[src/rtl/v_adders_pkg.sv]
// Shared definitions for the multi-precision add sequencer.
//   state_e   : FSM state encoding (1 bit)
//   DEF_WIDTH : default word width of the shared adder
//   DEF_IDXW  : default word-index width (max operation length 2**DEF_IDXW)
package v_adders_pkg;

   typedef enum logic {
      ST_IDLE   = 1'b0,
      ST_ACTIVE = 1'b1
   } state_e;

   localparam int DEF_WIDTH = 8;
   localparam int DEF_IDXW  = 2;

endpackage

[src/rtl/v_adder_cin.sv]
// Combinational WIDTH-bit unsigned adder with carry in and carry out.
//   CI  : carry in
//   A,B : operand words
//   SUM : low WIDTH bits of A + B + CI
//   CO  : bit WIDTH of the full-width sum
module v_adder_cin #(
   parameter int WIDTH = v_adders_pkg::DEF_WIDTH
) (
   input  logic             CI,
   input  logic [WIDTH-1:0] A,
   input  logic [WIDTH-1:0] B,
   output logic [WIDTH-1:0] SUM,
   output logic             CO
);

   // Operands are widened first so the carry is never lost to truncation.
   assign {CO, SUM} = {1'b0, A} + {1'b0, B} + {{WIDTH{1'b0}}, CI};

endmodule

[src/rtl/v_adder_mp_seq.sv]
// Multi-precision add sequencer: adds operands of up to 2**IDXW words,
// least-significant word first, through one shared WIDTH-bit adder, with one
// registered output stage.
//   C, CLR                      : clock, async active-high reset
//   IN_VALID/IN_READY           : operand handshake
//   IN_FIRST/IN_LAST, A, B      : operand word and framing
//   OUT_VALID/OUT_READY         : result handshake
//   SUM, CO, OUT_LAST, OUT_IDX  : result word, its carry, framing, index
//   ERR                         : framing error, qualified by OUT_VALID
//
// state     | meaning
// ST_IDLE   | waiting for the first word of an operation
// ST_ACTIVE | an operation is in progress; cnt holds the next word index
module v_adder_mp_seq
   import v_adders_pkg::*;
#(
   parameter int WIDTH = DEF_WIDTH,
   parameter int IDXW  = DEF_IDXW
) (
   input  logic             C,
   input  logic             CLR,
   input  logic             IN_VALID,
   output logic             IN_READY,
   input  logic             IN_FIRST,
   input  logic             IN_LAST,
   input  logic [WIDTH-1:0] A,
   input  logic [WIDTH-1:0] B,
   output logic             OUT_VALID,
   input  logic             OUT_READY,
   output logic [WIDTH-1:0] SUM,
   output logic             CO,
   output logic             OUT_LAST,
   output logic [IDXW-1:0]  OUT_IDX,
   output logic             ERR
);

   localparam logic [IDXW-1:0] IDX_MAX = '1;

   state_e            state_q, state_d;
   logic [IDXW-1:0]   cnt_q, cnt_d;
   logic              cy_q, cy_d;
   logic              out_valid_q, out_valid_d;
   logic [WIDTH-1:0]  sum_q, sum_d;
   logic              co_q, co_d;
   logic              last_q, last_d;
   logic [IDXW-1:0]   idx_q, idx_d;
   logic              err_q, err_d;

   logic              accept;
   logic              cin;
   logic [IDXW-1:0]   index;
   logic              word_last;
   logic              word_err;
   logic [WIDTH-1:0]  add_s;
   logic              add_co;

   assign IN_READY = !out_valid_q || OUT_READY;
   assign accept   = IN_VALID && IN_READY;

   v_adder_cin #(.WIDTH(WIDTH)) u_add (
      .CI  (cin),
      .A   (A),
      .B   (B),
      .SUM (add_s),
      .CO  (add_co)
   );

   // State register
   always_ff @(posedge C or posedge CLR) begin
      if (CLR) begin
         state_q <= ST_IDLE;
      end else begin
         state_q <= state_d;
      end
   end

   // Next-state logic
   always_comb begin
      state_d = state_q;
      if (accept) begin
         state_d = word_last ? ST_IDLE : ST_ACTIVE;
      end
   end

   // FSM outputs: per-word carry-in, index and framing for the current input
   always_comb begin
      cin   = 1'b0;
      index = '0;
      if (state_q == ST_ACTIVE && !IN_FIRST) begin
         cin   = cy_q;
         index = cnt_q;
      end
      word_last = IN_LAST || (index == IDX_MAX);
      // A FIRST word mid-operation abandons the old one; running into the
      // length limit without LAST forces termination. Both are flagged.
      word_err  = (state_q == ST_ACTIVE && IN_FIRST) ||
                  (index == IDX_MAX && !IN_LAST);
   end

   // Carry, counter and output register next values
   always_comb begin
      cnt_d       = cnt_q;
      cy_d        = cy_q;
      out_valid_d = out_valid_q;
      sum_d       = sum_q;
      co_d        = co_q;
      last_d      = last_q;
      idx_d       = idx_q;
      err_d       = err_q;
      if (accept) begin
         out_valid_d = 1'b1;
         sum_d       = add_s;
         co_d        = add_co;
         last_d      = word_last;
         idx_d       = index;
         err_d       = word_err;
         if (word_last) begin
            cnt_d = '0;
            cy_d  = 1'b0;
         end else begin
            cnt_d = index + IDXW'(1);
            cy_d  = add_co;
         end
      end else if (OUT_READY) begin
         // Data fields keep their last value; only valid drops.
         out_valid_d = 1'b0;
      end
   end

   always_ff @(posedge C or posedge CLR) begin
      if (CLR) begin
         cnt_q       <= '0;
         cy_q        <= 1'b0;
         out_valid_q <= 1'b0;
         sum_q       <= '0;
         co_q        <= 1'b0;
         last_q      <= 1'b0;
         idx_q       <= '0;
         err_q       <= 1'b0;
      end else begin
         cnt_q       <= cnt_d;
         cy_q        <= cy_d;
         out_valid_q <= out_valid_d;
         sum_q       <= sum_d;
         co_q        <= co_d;
         last_q      <= last_d;
         idx_q       <= idx_d;
         err_q       <= err_d;
      end
   end

   assign OUT_VALID = out_valid_q;
   assign SUM       = sum_q;
   assign CO        = co_q;
   assign OUT_LAST  = last_q;
   assign OUT_IDX   = idx_q;
   assign ERR       = err_q;

endmodule

[config.mk]
export PLATFORM = sky130hd
export DESIGN_NAME = v_adder_mp_seq
export DESIGN_NICKNAME = d
export VERILOG_FILES = /design/src/rtl/v_adders_pkg.sv /design/src/rtl/v_adder_cin.sv /design/src/rtl/v_adder_mp_seq.sv
export SDC_FILE = /design/constraint.sdc
export NUM_CORES = 1
export LEC_CHECK = 0
export ABC_AREA = 1
export CAP_MARGIN = 20
export CORE_MARGIN = 3
export CORE_UTILIZATION = 47
export CTS_BUF_LIST = sky130_fd_sc_hd__clkbuf_4 sky130_fd_sc_hd__clkbuf_8
export DETAILED_ROUTE_END_ITERATION = 6
export PLACE_DENSITY = 0.84
export SLEW_MARGIN = 20
export SYNTH_ARGS = -nofsm -noshare
export SYNTH_HDL_FRONTEND = slang
export SYNTH_HIERARCHICAL = 1
export SYNTH_SLANG_ARGS = --single-unit
[constraint.sdc]
create_clock -name C -period 2.48 [get_ports C]
set_input_delay 0.496 -clock C [delete_from_list [all_inputs] [get_ports C]]
set_output_delay 0.496 -clock C [all_outputs]
set_load 0.01 [all_outputs]
==> flow_summary.ini <==
[status]
status = finished, final reports clean

[sta]
period_share_pct = 86.0
tightest_slew_ns = 0.677
clock.fmax_ghz = 0.469
grt_setup_unrepaired = no
finClkSkew_ns = 0.000637
setup_violations = 0
slew_violations = 0
min_period_ns = 2.13
hold_violations = 0
timing.hold.ws_ns = 0.488
max-slew-margin-rel_pct = 54.8

[yosys]
synth.top_cells.by_area = dfrtp_1, nand2_1, ha_1
synthCells = 149
synth_fp_nets = 181
synth_area_um2 = 1150
synth.most_common_cell = nand2_1
synth-seq-cells = 18
synth-simple-area-share_pct = 35.3
synthMuxAreaShare_pct = 0
synth_xor_area_share_pct = 2.28
yosysWarnings = 6
synth_top_cell_by_area = dfrtp_1
synth_edf_count = 0
synth_common_cells = nand2_1, dfrtp_1, inv_1
ys_seq_area_share_pct = 39.0
synth.distinct_cells = 22
postSynth.asyncResetShare_pct = 100
synth_top_family_by_area = simple AND/OR/NAND/NOR gates
yosys.area.top_type_share_pct = 39.0
synthAdderAreaFrac_pct = 12.1
synth-compound-area-share_pct = 3.47
synth.avg_cell_area_um2 = 7.75
synth_flop_cell = dfrtp_1

[worst_setup_path]
crit_top_cell = nand2_1
arrival_ns = 2.32
slowest_stage = clkdlybuf4s50_1
criticalPathCategory = primary input to flip-flop
critPathRequiredTime_ns = 2.66
cp_max_fo = 2
cp_top_family = adder cells
crit_buf_inv = 1
end_kind = flip-flop
cp_slowest_stage_delay_ns = 0.44
crit_path_start_kind = primary input
crit_chain = clkdlybuf4s50_1 -> fa_2 -> fa_2 -> nand2_2 -> nand2_2 -> nand3b_4 -> nand2_1 -> nand2_1 -> nand2_1 -> nand2_1 -> o21ai_1

[clock_tree]
postCtsHoldBufs = 0
h-tree-depth = 1
ctsRootBufferMaster = clkbuf_4
clock_path_buffers = 2
clkTransAtPathRegs_ns = 0.10
numClockSinks = 18
cts_tree = done
cts-buffers-inserted = 3
clk_latency_ns = 0.29

[pwr]
ir_worst_vdd_mv = 0.279
power_density_nw_per_um2 = 522
p_leak_nw = 0.832
finalPower_mw = 0.816

[place]
io_buffers = 36
gp_congestion = 0.809
dp_hpwl_mm = 1.92

[routing]
routed_wl_mm = 2.38
wl_per_cell_um = 11.1
drcViolationCount = 0
first_iter_violations = 23
drtAntennaViolNets = 0
first_pass_iters = 4
vias_per_cell = 4.92
vias = 1053

[layout]
antenna_cells = 0
layout-drive-gt1-share_pct = 10.8
num-nets-final = 220
syn2layout_area_growth_pct = 35.3

[die]
placement_rows = 17
dieArea_um2 = 3090
die_x_um = 55.6
die_h_um = 55.6
ios = 37
core_um2 = 2280
start_util_pct = 50.7

[grt]
grt_start_max_net_pins = 25
antenna_found_initial = 0
grt_first_pass_wirelength_mm = 4.42
grt_pass1_vias = 1117
grtUsageTotal_pct = 17.4
grt-ovfl-total = 0

[flow_run]
drv_cap = 0

[hold_path]
min_path_type = flip-flop to flip-flop
## state kept, by name (all words and copies together), names as in the netlist
register and count:
cy_q 1, cnt_q 2, CO 1, SUM 8, ERR 1, state_q 1
OUT_VALID 1, OUT_LAST 1, OUT_IDX 2
## kinds of logic (layout without fill, tap and decap cells)
group / after synthesis / in the layout
adder cells (fa/ha/maj): 10 / 10
buffers and inverters: 19 / 56
flip-flops: 18 / 18
AO/OA/AOI/OAI: 8 / 8
AND/OR/NAND/NOR: 91 / 91
XOR/XNOR: 3 / 3
## layout by cell type, fill, tap and decap left out, drive strengths merged, types with 3 or more instances in the layout
cell,Yosys,routed
o21ai,5,5
clkbuf,0,3
dfrtp,18,18
ha,8,8
inv,16,16
clkdlybuf4s50,0,35
nand3,5,5
nor2,6,6
nand2,76,76
a21oi,3,3
## final timing paths
path	startpoint	endpoint	slack [ns]	depth (start not counted)
min in group asynchronous	CLR	OUT_VALID	0.60	2
hold reg to reg	SUM[5]	SUM[5]	0.49	2
max in group asynchronous	CLR	state_q	1.45	2
setup reg to reg	state_q	cy_q	0.44	12
setup / recovery	A[0]	cy_q	0.35	11
hold / removal	SUM[5]	SUM[5]	0.49	2
## through the flow
stage | TNS (ns) | instance area [um^2] | setup WS, ns | util (%) | std cells
2_1_floorplan | 0 | 1150 | 0.422 | - | 149
3_3_place_gp | -0.408 | 1520 | -0.146 | 66.8 | 210
3_5_place_dp | -0.852 | 1520 | -0.259 | 66.8 | 210
4_1_cts | 0 | 1540 | 0.0407 | 67.8 | 213
5_1_grt | 0 | 1560 | 0.217 | 68.7 | 214
6_report | 0 | 1560 | 0.348 | 68.7 | 214
## worst reg2reg max path: cells and delay by family (launching register included)
| kind | cells | cell delay, ns |
|---|---|---|
| flip-flops | 1 | 0.43 |
| AND/OR/NAND/NOR | 9 | 0.66 |
| adder cells (fa/ha/maj) | 2 | 0.78 |
| AO/OA/AOI/OAI | 1 | 0.06 |
## area by class of cell
class | instances | area, um^2
multi-input combinational | 112 | 624
sequential | 18 | 450
tap | 28 | 35.0
timing repair buffer | 37 | 370
inverter | 16 | 60.1
fill | 191 | 713
clock buffer | 3 | 22.5
## power by group
part	leakage, nW	total, mW	internal [mW]	switching [mW]
Sequential	0.228	0.364	0.338	0.0261
Combinational	0.591	0.308	0.162	0.146
Clock	0.0138	0.143	0.0565	0.0867
## metal layers
metal,wire length [um],up-vias,global-route usage (%)
met5,0,-,0
met2,1260,33,34.3
met4,25,0,5.21
li1,-,534,-
met3,154,3,2.78
met1,942,483,18.6
## repair_timing
action | CTS | global route
resized for setup | 0 | 5
endpoints found under the setup margin | 0 | 3
setup buffers | 0 | 1
No activity file was read; power rests on OpenSTA's default activity.
